$ cat src/rtl/alu_ctrl_pkg.sv
// -----------------------------------------------------------------------------
// alu_ctrl_pkg
//   Shared definitions for the two-port ALU share arbiter.
//   - ALU control code constants (AND, OR, ADD, SUB, PASS_B)
//   - FSM state type used by alu_share_arbiter
//   - is_supported_ctrl(): true for the five control codes the ALU implements.
//     It is used only when ALU_CTRL_CHECK_EN is defined.
// -----------------------------------------------------------------------------
package alu_ctrl_pkg;

    localparam logic [3:0] CTRL_AND    = 4'b0000;
    localparam logic [3:0] CTRL_OR     = 4'b0001;
    localparam logic [3:0] CTRL_ADD    = 4'b0010;
    localparam logic [3:0] CTRL_SUB    = 4'b0110;
    localparam logic [3:0] CTRL_PASS_B = 4'b0111;

    typedef enum logic [1:0] {
        ST_IDLE = 2'd0,
        ST_EXEC = 2'd1,
        ST_RESP = 2'd2
    } state_e;

    // The argument is taken as 32 bits so callers with any CTRL_W can pass
    // their code zero-extended. Upper bits that are set never match a code.
    function automatic logic is_supported_ctrl(input logic [31:0] c);
        return (c == 32'(CTRL_AND))  || (c == 32'(CTRL_OR))  ||
               (c == 32'(CTRL_ADD))  || (c == 32'(CTRL_SUB)) ||
               (c == 32'(CTRL_PASS_B));
    endfunction

endpackage

$ cat src/rtl/rr_arbiter2.sv
// -----------------------------------------------------------------------------
// rr_arbiter2
//   Two-requester round-robin arbiter. This block is purely combinational.
//   When both ports request, the port that was NOT granted last wins.
//   Ports:
//     req[1:0]    request bits, one per port
//     last_grant  index of the port granted most recently
//     en          when low, no port is granted
//     gnt[1:0]    one-hot grant (all zeros when idle or disabled)
// -----------------------------------------------------------------------------
module rr_arbiter2 (
    input  logic [1:0] req,
    input  logic       last_grant,
    input  logic       en,
    output logic [1:0] gnt
);

    always_comb begin
        gnt = 2'b00;
        if (en) begin
            if (req == 2'b11)
                gnt = last_grant ? 2'b01 : 2'b10;
            else
                gnt = req;  // zero or one requester: the grant is the request itself
        end
    end

endmodule

$ cat src/rtl/alu_share_arbiter.sv
// -----------------------------------------------------------------------------
// alu_share_arbiter
//   Shares one combinational ALU between two requesters. The block picks a
//   requester round-robin and latches its operands. It drives the ALU for one
//   cycle, then registers the result and zero flag and holds them until the
//   consumer accepts them. Only one operation is in flight at a time.
//   The latency from a request handshake to resp_valid is 2 cycles.
//   With resp_ready held high, throughput is 1 operation per 3 cycles.
//
//   Optional feature (macro ALU_CTRL_CHECK_EN):
//     When defined, an unsupported control code is still executed. The
//     response then reports resp_err=1 and forces resp_data and resp_zero to 0.
//     When undefined, resp_err is tied to 0 and the ALU output is passed through.
//
//   Ports:
//     clk, reset              clock and synchronous active-high reset
//     req_valid/req_ready     per-port request handshake (bit i = port i)
//     req_a/req_b/req_ctrl    per-port operands and control code, packed by port
//     alu_a/alu_b/alu_c       operands to the shared ALU (always from the latches)
//     alu_r/alu_zero          ALU result and zero flag, sampled only in EXEC
//     resp_valid/resp_ready   response handshake
//     resp_id                 port that owns the response
//     resp_data/resp_zero     registered result and zero flag
//     resp_err                unsupported control code flag
// -----------------------------------------------------------------------------
module alu_share_arbiter
    import alu_ctrl_pkg::*;
#(
    parameter int WIDTH  = 64,
    parameter int CTRL_W = 4
) (
    input  logic                  clk,
    input  logic                  reset,
    input  logic [1:0]            req_valid,
    output logic [1:0]            req_ready,
    input  logic [2*WIDTH-1:0]    req_a,
    input  logic [2*WIDTH-1:0]    req_b,
    input  logic [2*CTRL_W-1:0]   req_ctrl,
    output logic [WIDTH-1:0]      alu_a,
    output logic [WIDTH-1:0]      alu_b,
    output logic [CTRL_W-1:0]     alu_c,
    input  logic [WIDTH-1:0]      alu_r,
    input  logic                  alu_zero,
    output logic                  resp_valid,
    input  logic                  resp_ready,
    output logic                  resp_id,
    output logic [WIDTH-1:0]      resp_data,
    output logic                  resp_zero,
    output logic                  resp_err
);

    state_e              state_q;
    logic                last_grant_q;
    logic [WIDTH-1:0]    a_q, b_q;
    logic [CTRL_W-1:0]   c_q;
    logic                resp_valid_q, resp_id_q, resp_zero_q;
    logic [WIDTH-1:0]    resp_data_q;

    logic [1:0]          gnt;
    logic [WIDTH-1:0]    a_d, b_d;
    logic [CTRL_W-1:0]   c_d;

    // Gating the arbiter with reset keeps req_ready low during reset cycles.
    // Without this, a requester could see a handshake that the reset branch
    // then discards.
    rr_arbiter2 u_arb (
        .req        (req_valid),
        .last_grant (last_grant_q),
        .en         ((state_q == ST_IDLE) && !reset),
        .gnt        (gnt)
    );

    assign req_ready = gnt;

    // Operand mux for the granted port. The grant is one-hot, so gnt[1] is the port index.
    always_comb begin
        a_d = gnt[1] ? req_a[2*WIDTH-1:WIDTH]     : req_a[WIDTH-1:0];
        b_d = gnt[1] ? req_b[2*WIDTH-1:WIDTH]     : req_b[WIDTH-1:0];
        c_d = gnt[1] ? req_ctrl[2*CTRL_W-1:CTRL_W] : req_ctrl[CTRL_W-1:0];
    end

    // The ALU always sees the latches, so its inputs change only at a grant.
    assign alu_a = a_q;
    assign alu_b = b_q;
    assign alu_c = c_q;

`ifdef ALU_CTRL_CHECK_EN
    logic resp_err_q;
    logic ctrl_ok;
    assign ctrl_ok = is_supported_ctrl(32'(c_q));
`endif

    always_ff @(posedge clk) begin
        if (reset) begin
            state_q      <= ST_IDLE;
            last_grant_q <= 1'b1;      // port 0 wins the first contention
            a_q          <= '0;
            b_q          <= '0;
            c_q          <= '0;
            resp_valid_q <= 1'b0;
            resp_id_q    <= 1'b0;
            resp_data_q  <= '0;
            resp_zero_q  <= 1'b0;
`ifdef ALU_CTRL_CHECK_EN
            resp_err_q   <= 1'b0;
`endif
        end else begin
            case (state_q)
                ST_IDLE: begin
                    if (|gnt) begin
                        a_q          <= a_d;
                        b_q          <= b_d;
                        c_q          <= c_d;
                        last_grant_q <= gnt[1];
                        state_q      <= ST_EXEC;
                    end
                end
                ST_EXEC: begin
                    // last_grant_q still names the owner of this operation.
                    resp_id_q    <= last_grant_q;
                    resp_valid_q <= 1'b1;
`ifdef ALU_CTRL_CHECK_EN
                    if (!ctrl_ok) begin
                        resp_data_q <= '0;
                        resp_zero_q <= 1'b0;
                        resp_err_q  <= 1'b1;
                    end else begin
                        resp_data_q <= alu_r;
                        resp_zero_q <= alu_zero;
                        resp_err_q  <= 1'b0;
                    end
`else
                    resp_data_q  <= alu_r;
                    resp_zero_q  <= alu_zero;
`endif
                    state_q      <= ST_RESP;
                end
                ST_RESP: begin
                    // resp_valid_q is always high here, so resp_ready alone completes the handshake.
                    if (resp_ready) begin
                        resp_valid_q <= 1'b0;
                        state_q      <= ST_IDLE;
                    end
                end
                default: state_q <= ST_IDLE;
            endcase
        end
    end

    assign resp_valid = resp_valid_q;
    assign resp_id    = resp_id_q;
    assign resp_data  = resp_data_q;
    assign resp_zero  = resp_zero_q;
`ifdef ALU_CTRL_CHECK_EN
    assign resp_err   = resp_err_q;
`else
    assign resp_err   = 1'b0;
`endif

endmodule

$ cat config.mk
export PLATFORM = sky130hd
export DESIGN_NAME = alu_share_arbiter
export DESIGN_NICKNAME = d
export VERILOG_FILES = /design/src/rtl/alu_ctrl_pkg.sv /design/src/rtl/rr_arbiter2.sv /design/src/rtl/alu_share_arbiter.sv
export SDC_FILE = /design/constraint.sdc
export NUM_CORES = 1
export LEC_CHECK = 0
export CORE_AREA = 8 8 200 202
export CTS_CLUSTER_SIZE = 14
export DETAILED_ROUTE_END_ITERATION = 8
export DIE_AREA = 0 0 208 210
export HOLD_SLACK_MARGIN = 0.06
export PLACE_DENSITY = 0.58
export SLEW_MARGIN = 40
export SYNTH_ARGS = -nofsm -noshare
export SYNTH_HDL_FRONTEND = slang
export SYNTH_SLANG_ARGS = --single-unit
$ cat constraint.sdc
create_clock -name clk -period 4.45 [get_ports clk]
set_input_delay 0.445 -clock clk [delete_from_list [all_inputs] [get_ports clk]]
set_output_delay 0.445 -clock clk [all_outputs]
set_load 0.01 [all_outputs]
Word-level counts from Yosys, hierarchy flattened:

Cells that the tools add are included.

* eq/ne operators: 5
* mux-type cells: 11
* reductions and logical operators: 8

Operators by type and width (count)
* $mux 64: 2
* $mux 2: 5
* $pmux 2 s3: 1
* $reduce_and 2->1: 3
* $eq 2x2->1 const B: 2
* $mux 4: 1
* $eq 2x1->1 const B: 1
* $logic_not 2->1: 1
* $ne 2x1->1 const B: 1
* $ne 2x2->1 const B: 1
* $pmux 1 s2: 1
* $reduce_bool 2->1: 1
* $reduce_or 2->1: 1
* $logic_and 1x1->1: 1
* $logic_not 1->1: 1
* $mux 1: 1

* logic and storage cells: 33
* register bits after elaboration: 202

Depth between registers and ports, before layout:

* depth after elaboration: 6
* gate-level depth with buffers: 8
* mapped depth without buffers: 3

Hierarchy:

Synthesis repeated with hierarchy kept, for this count alone.

* cell total of the unflattened synthesis: 912
* area total of the unflattened synthesis: 8816.0 µm²

By module, submodules not included
* alu_share_arbiter: area an instance 8794.7 µm², cells an instance 907, sequential area each 4043.9 µm², instances 1
* rr_arbiter2: area an instance 21.3 µm², cells an instance 5, sequential area each 0.0 µm², instances 1

Worst setup path after synthesis:

OpenSTA, ideal clock, no wires.

* path kind: input to output
* start point: input reset
* end point: output req_ready[1]
* path buffers: 2
* path slack: 2.586 ns
* data required time: 4.005 ns
* data arrival time: 1.419 ns
* stages: 4
* cell sequence: or3_1 > clkbuf_1 > buf_2 > nor3_1

* longest elaborated chain between the ends: 3

Ends and longest elaborated chain
* from (decl): RTL line alu_share_arbiter.sv:33 `input logic reset,`
* $logic_not 1->1: RTL line alu_share_arbiter.sv:69 `.en ((state_q == ST_IDLE) && !reset),`
* $logic_and 1x1->1: RTL line alu_share_arbiter.sv:69
* $mux 2: RTL line rr_arbiter2.sv:20 `if (en) begin`
* to (decl): RTL line alu_share_arbiter.sv:35 `output logic [1:0] req_ready,`

Every way passes these cells.

Final worst setup path:

* start point: register state_q[1]
* end point: output req_ready[1]

* longest elaborated chain between the ends: 3

Ends and longest elaborated chain
* from (decl): RTL line alu_share_arbiter.sv:52 `state_e state_q;`
* from (signal assigned): RTL line alu_share_arbiter.sv:95 `state_q <= ST_IDLE;`
* from (signal assigned): RTL line alu_share_arbiter.sv:115 `state_q <= ST_EXEC;`
* from (signal assigned): RTL line alu_share_arbiter.sv:136 `state_q <= ST_RESP;`
* $logic_not 2->1: RTL line alu_share_arbiter.sv:69
* $logic_and 1x1->1: RTL line alu_share_arbiter.sv:69
* $mux 2: RTL line rr_arbiter2.sv:20

Every way passes these cells.

==> summary by stage <==
Status
The run finished with clean final reports.

Route
After detailed routing, the number of vias per cell comes to 5.488. The overall routed net length is 47770 um. After detailed routing, the average wire length per cell comes to 23.58 um. The final antenna-violating net count is 0. The number of optimization iterations in the first detailed-route pass is 4.

The via count is 11120. In the routed design, unresolved DRC markers number 0. The detailed router's first-iteration violation count is 707.

Critical path
The required time of the critical path is 4.01 ns. The worst register-to-register path ends at alu_b[48]$_SDFFE_PP0P_. For this run, the slowest stage of the critical path takes 0.63 ns. The launch point of the worst reg-to-reg path is state_q[1]$_SDFFE_PP0P_. The setup check on the worst reg-to-reg path leaves a slack of 1.92 ns. The worst reg-to-reg path cell count is 5. In this run the worst path has a maximum fanout of 30. STA classifies the critical path startpoint as a flop. The critical path is of the flop to primary output type. At the worst endpoint, the arrival time is 2.56 ns. Traced cell by cell, the critical path runs through or3_4 -> nor3_1 -> clkdlybuf4s50_1. The largest individual stage delay along the critical path comes from the cell sky130_fd_sc_hd__or3_4.

STA classifies the critical path endpoint as a primary output.

Hold path
Counting instances, the worst hold path has a depth of 2. The class of the worst hold path is input port to flop. The beginning of the worst hold path is reset.

The worst hold path terminates at resp_valid$_SDFFE_PP0P_.

Pwr
The share of total power dissipated in combinational logic is 26.7%. The net switching power is 1.643 mW. In this run the power density over the cells is 349.4 nW/um2. Net switching is 29.84% of the power. The worst IR drop on VDD is 0.1968 mV. The internal power is 3.863 mW. Summed over all cells, the static leakage comes to 5.032 nW.

The fraction of power consumed by sequential logic is 37.5%. The clock share of power is 35.8%.

Logic synthesis
The post-synthesis cell type with the largest combined area is sky130_fd_sc_hd__dfxtp_1. The most used flip-flop cell after synthesis is sky130_fd_sc_hd__dfxtp_1. After synthesis, the cell types taking the most area are sky130_fd_sc_hd__dfxtp_1, sky130_fd_sc_hd__a21oi_1, sky130_fd_sc_hd__o31ai_1. Synthesis produced a netlist whose cell count is 1117.

Counting instances in the post-synthesis netlist gives the leading cell types as sky130_fd_sc_hd__dfxtp_1, sky130_fd_sc_hd__a21oi_1, sky130_fd_sc_hd__clkbuf_1, sky130_fd_sc_hd__nand2_1. The average instance in the mapped netlist occupies 8.496 um2. The distinct cell type count of the synthesized netlist is 28. The number of synthesized register bits is 202.

The area fraction of the dominant cell type after synthesis is 42.61%. For this run, asynchronously set or reset flops after synthesis account for 0%. The cell with the most instances after synthesis is sky130_fd_sc_hd__dfxtp_1. Yosys mapped a number of flops with a built-in enable equal to 0. The synthesis warning total is 0. The fraction of the yosys area taken by sequential cells is 42.61%. Synthesis produced a netlist with a net count of 1451. The synthesized netlist occupies a cell area of 9490 um2.

Cells and area
The final instance count without filler cells is 2026. In the final layout, the multi-input gates occupy 4731 um2. After the last flow step, the layout net total stands at 1865. The area taken by flip-flops and latches is 4044 um2. The share of the core filled with cells is 42.64%. Counting the fill cells in the layout gives 3630.

Of the cells placed in the final design, the portion with a size suffix greater than 1 is 5.821%. The area growth from synthesis to layout is 66.04%.

Timing
The number of hold-slack violations in the final timing report came to 0. The final worst clock skew is 0.009216 ns. Setup repair after global routing left no endpoint under its margin. Setup violations remaining at the end of the flow were counted as 0. The tightest hold path in the finished design has a slack of 0.3746 ns. The fraction of the cycle the final worst path needs is 67.53%. The remaining max-slew budget at the tightest pin is 46.79%. Derived from the worst setup path, the maximum achievable clock frequency is 332.8 MHz. The number of slew-limit violations in the final report is 0. Adding up every negative setup slack in the final design gives 0 ns. At the pin with the least slew margin, the transition time is 0.7982 ns. The clock period minus worst slack is 3.005 ns.

CTS
The CTS tree is yes. The number of setup buffers added after CTS is 0. Post-CTS repair changed the size of 0 cells. The number of buffers added by the clock tree synthesis step is 25.

After clock tree synthesis, the clock-pin slew on the worst setup and hold paths is 0.06 ns. The clock insertion delay at the later pin of the skew report is 0.52 ns. CTS built an H-tree with a depth of 1. CTS placed an instance of sky130_fd_sc_hd__clkbuf_16 at the clock tree root. After clock tree synthesis, the flow added hold-fix buffers numbering 0. The clock passes through at most 3 buffers. The tree built by TritonCTS fans out to 202 sinks.

Global routing
Global routing used 20.28% of the available tracks across all layers. The first global-routing pass estimated 71310 um of wire. The residual overflow from global routing is 0. The number of antenna violations at the first check in global routing is 4.

Entering global routing, the biggest net connects 150 pins. The via count of the first global-routing pass is 11200.

Die
The area of the placeable core is 36960 um2. Once the floorplan was initialized, standard cells occupied 25.68% of the core. In this run the vertical extent of the chip is 210 um. The count of pins on the block boundary is 536. The floorplan die width is 208 um.

The initialized floorplan defines 71 standard-cell rows. The die area is 43680 um2.

Placement
The count of buffers inserted at the top-level ports is 534. Routability-driven placement finished with a final weighted congestion of 0.7982. The detailed placer's ending HPWL is 31870 um. Once placement completed, the tool counted placed cells totaling 1977.

Job
The number of max-capacitance violations reported is 0.
-- state kept, by name (all words and copies together), names as in the netlist --
signal	cells
alu_a	64
alu_b	64
resp_data	64
alu_c	4
state_q	2
last_grant_q	1
resp_id	1
resp_valid	1
resp_zero	1
-- cell usage in the layout, fill, tap and decap left out, types with 2 or more instances in the layout --
| cell | instances |
|---|---|
| sky130_fd_sc_hd__buf_6 | 3 |
| sky130_fd_sc_hd__diode_2 | 6 |
| sky130_fd_sc_hd__clkinv_2 | 3 |
| sky130_fd_sc_hd__clkbuf_8 | 5 |
| sky130_fd_sc_hd__and2_4 | 2 |
| sky130_fd_sc_hd__buf_4 | 16 |
| sky130_fd_sc_hd__clkbuf_16 | 25 |
| sky130_fd_sc_hd__buf_12 | 4 |
| sky130_fd_sc_hd__o31ai_1 | 132 |
| sky130_fd_sc_hd__nand4_1 | 132 |
| sky130_fd_sc_hd__nand2_1 | 132 |
| sky130_fd_sc_hd__clkbuf_1 | 6 |
| sky130_fd_sc_hd__clkdlybuf4s50_1 | 532 |
| sky130_fd_sc_hd__a311oi_1 | 112 |
| sky130_fd_sc_hd__a311oi_2 | 20 |
| sky130_fd_sc_hd__dfxtp_1 | 202 |
| sky130_fd_sc_hd__a21oi_1 | 199 |
-- area by class of cell --
type | instances | area share (%)
Timing Repair Buffer | 556 | 35.45
Multi-Input combinational cell | 744 | 30.02
Sequential cell | 202 | 25.66
Clock buffer | 36 | 4.550
Tap cell | 474 | 3.764
Clock inverter | 6 | 0.3891
Antenna cell | 6 | 0.09528
Inverter | 2 | 0.06352
-- metrics by stage --
step	instance area, um2	power [mW]	worst slack (ns)
final	15760	5.506	1.445
after global routing	15750	5.775	1.321
after CTS	15720	5.581	1.404
after detailed placement	14940	3.572	1.717
after global placement	14930	3.561	1.719
after floorplan	9490	2.748	2.586
-- worst max path at each step --
stage | startpoint | endpoint | slack (ns) | cells past startpoint
2_1_floorplan | reset | req_ready[1] | 2.59 | 4
3_3_place_gp | reset | req_ready[1] | 1.72 | 4
3_5_place_dp | reset | alu_a[35]$_SDFFE_PP0P_ | 1.72 | 6
4_1_cts | state_q[1]$_SDFFE_PP0P_ | req_ready[1] | 1.40 | 3
5_1_grt | state_q[1]$_SDFFE_PP0P_ | req_ready[1] | 1.32 | 3
6_report | state_q[1]$_SDFFE_PP0P_ | req_ready[1] | 1.44 | 3
-- kinds of logic (layout without fill, tap and decap cells) --
family / count (synthesis) / after routing / share of synthesized area, %
buffers and inverters: 171 / 600 / 7.924
AO/OA/AOI/OAI: 465 / 465 / 34.58
AND/OR/NAND/NOR: 278 / 278 / 14.85
other: 1 / 7 / 0.03951
flip-flops: 202 / 202 / 42.61
-- critical path: cells and delay by family (launching register included) --
family,cells,cell delay (ns)
flip-flops,1,0.42
AND/OR/NAND/NOR,2,1.00
buffers and inverters,1,0.62
-- per-layer routing --
| layer | GRT usage, % | share of wire, % | vias up |
|---|---|---|---|
| met5 | 0 | 0 | - |
| met4 | 7.832 | 3.4 | 0 |
| met3 | 6.119 | 8.9 | 76 |
| met2 | 34.25 | 48 | 524 |
| met1 | 24.06 | 39 | 5316 |
| li1 | - | - | 5202 |
-- power groups by stage --
stage	Combinational, mW	Sequential, mW	Clock, mW
after floorplan	0.588	2.16	0
after global placement	1.46	2.10	0
after detailed placement	1.47	2.10	0
after CTS	1.48	2.06	2.04
after global routing	1.57	2.08	2.12
final	1.47	2.06	1.97
Note: power is estimated with default switching activity, not from simulation.
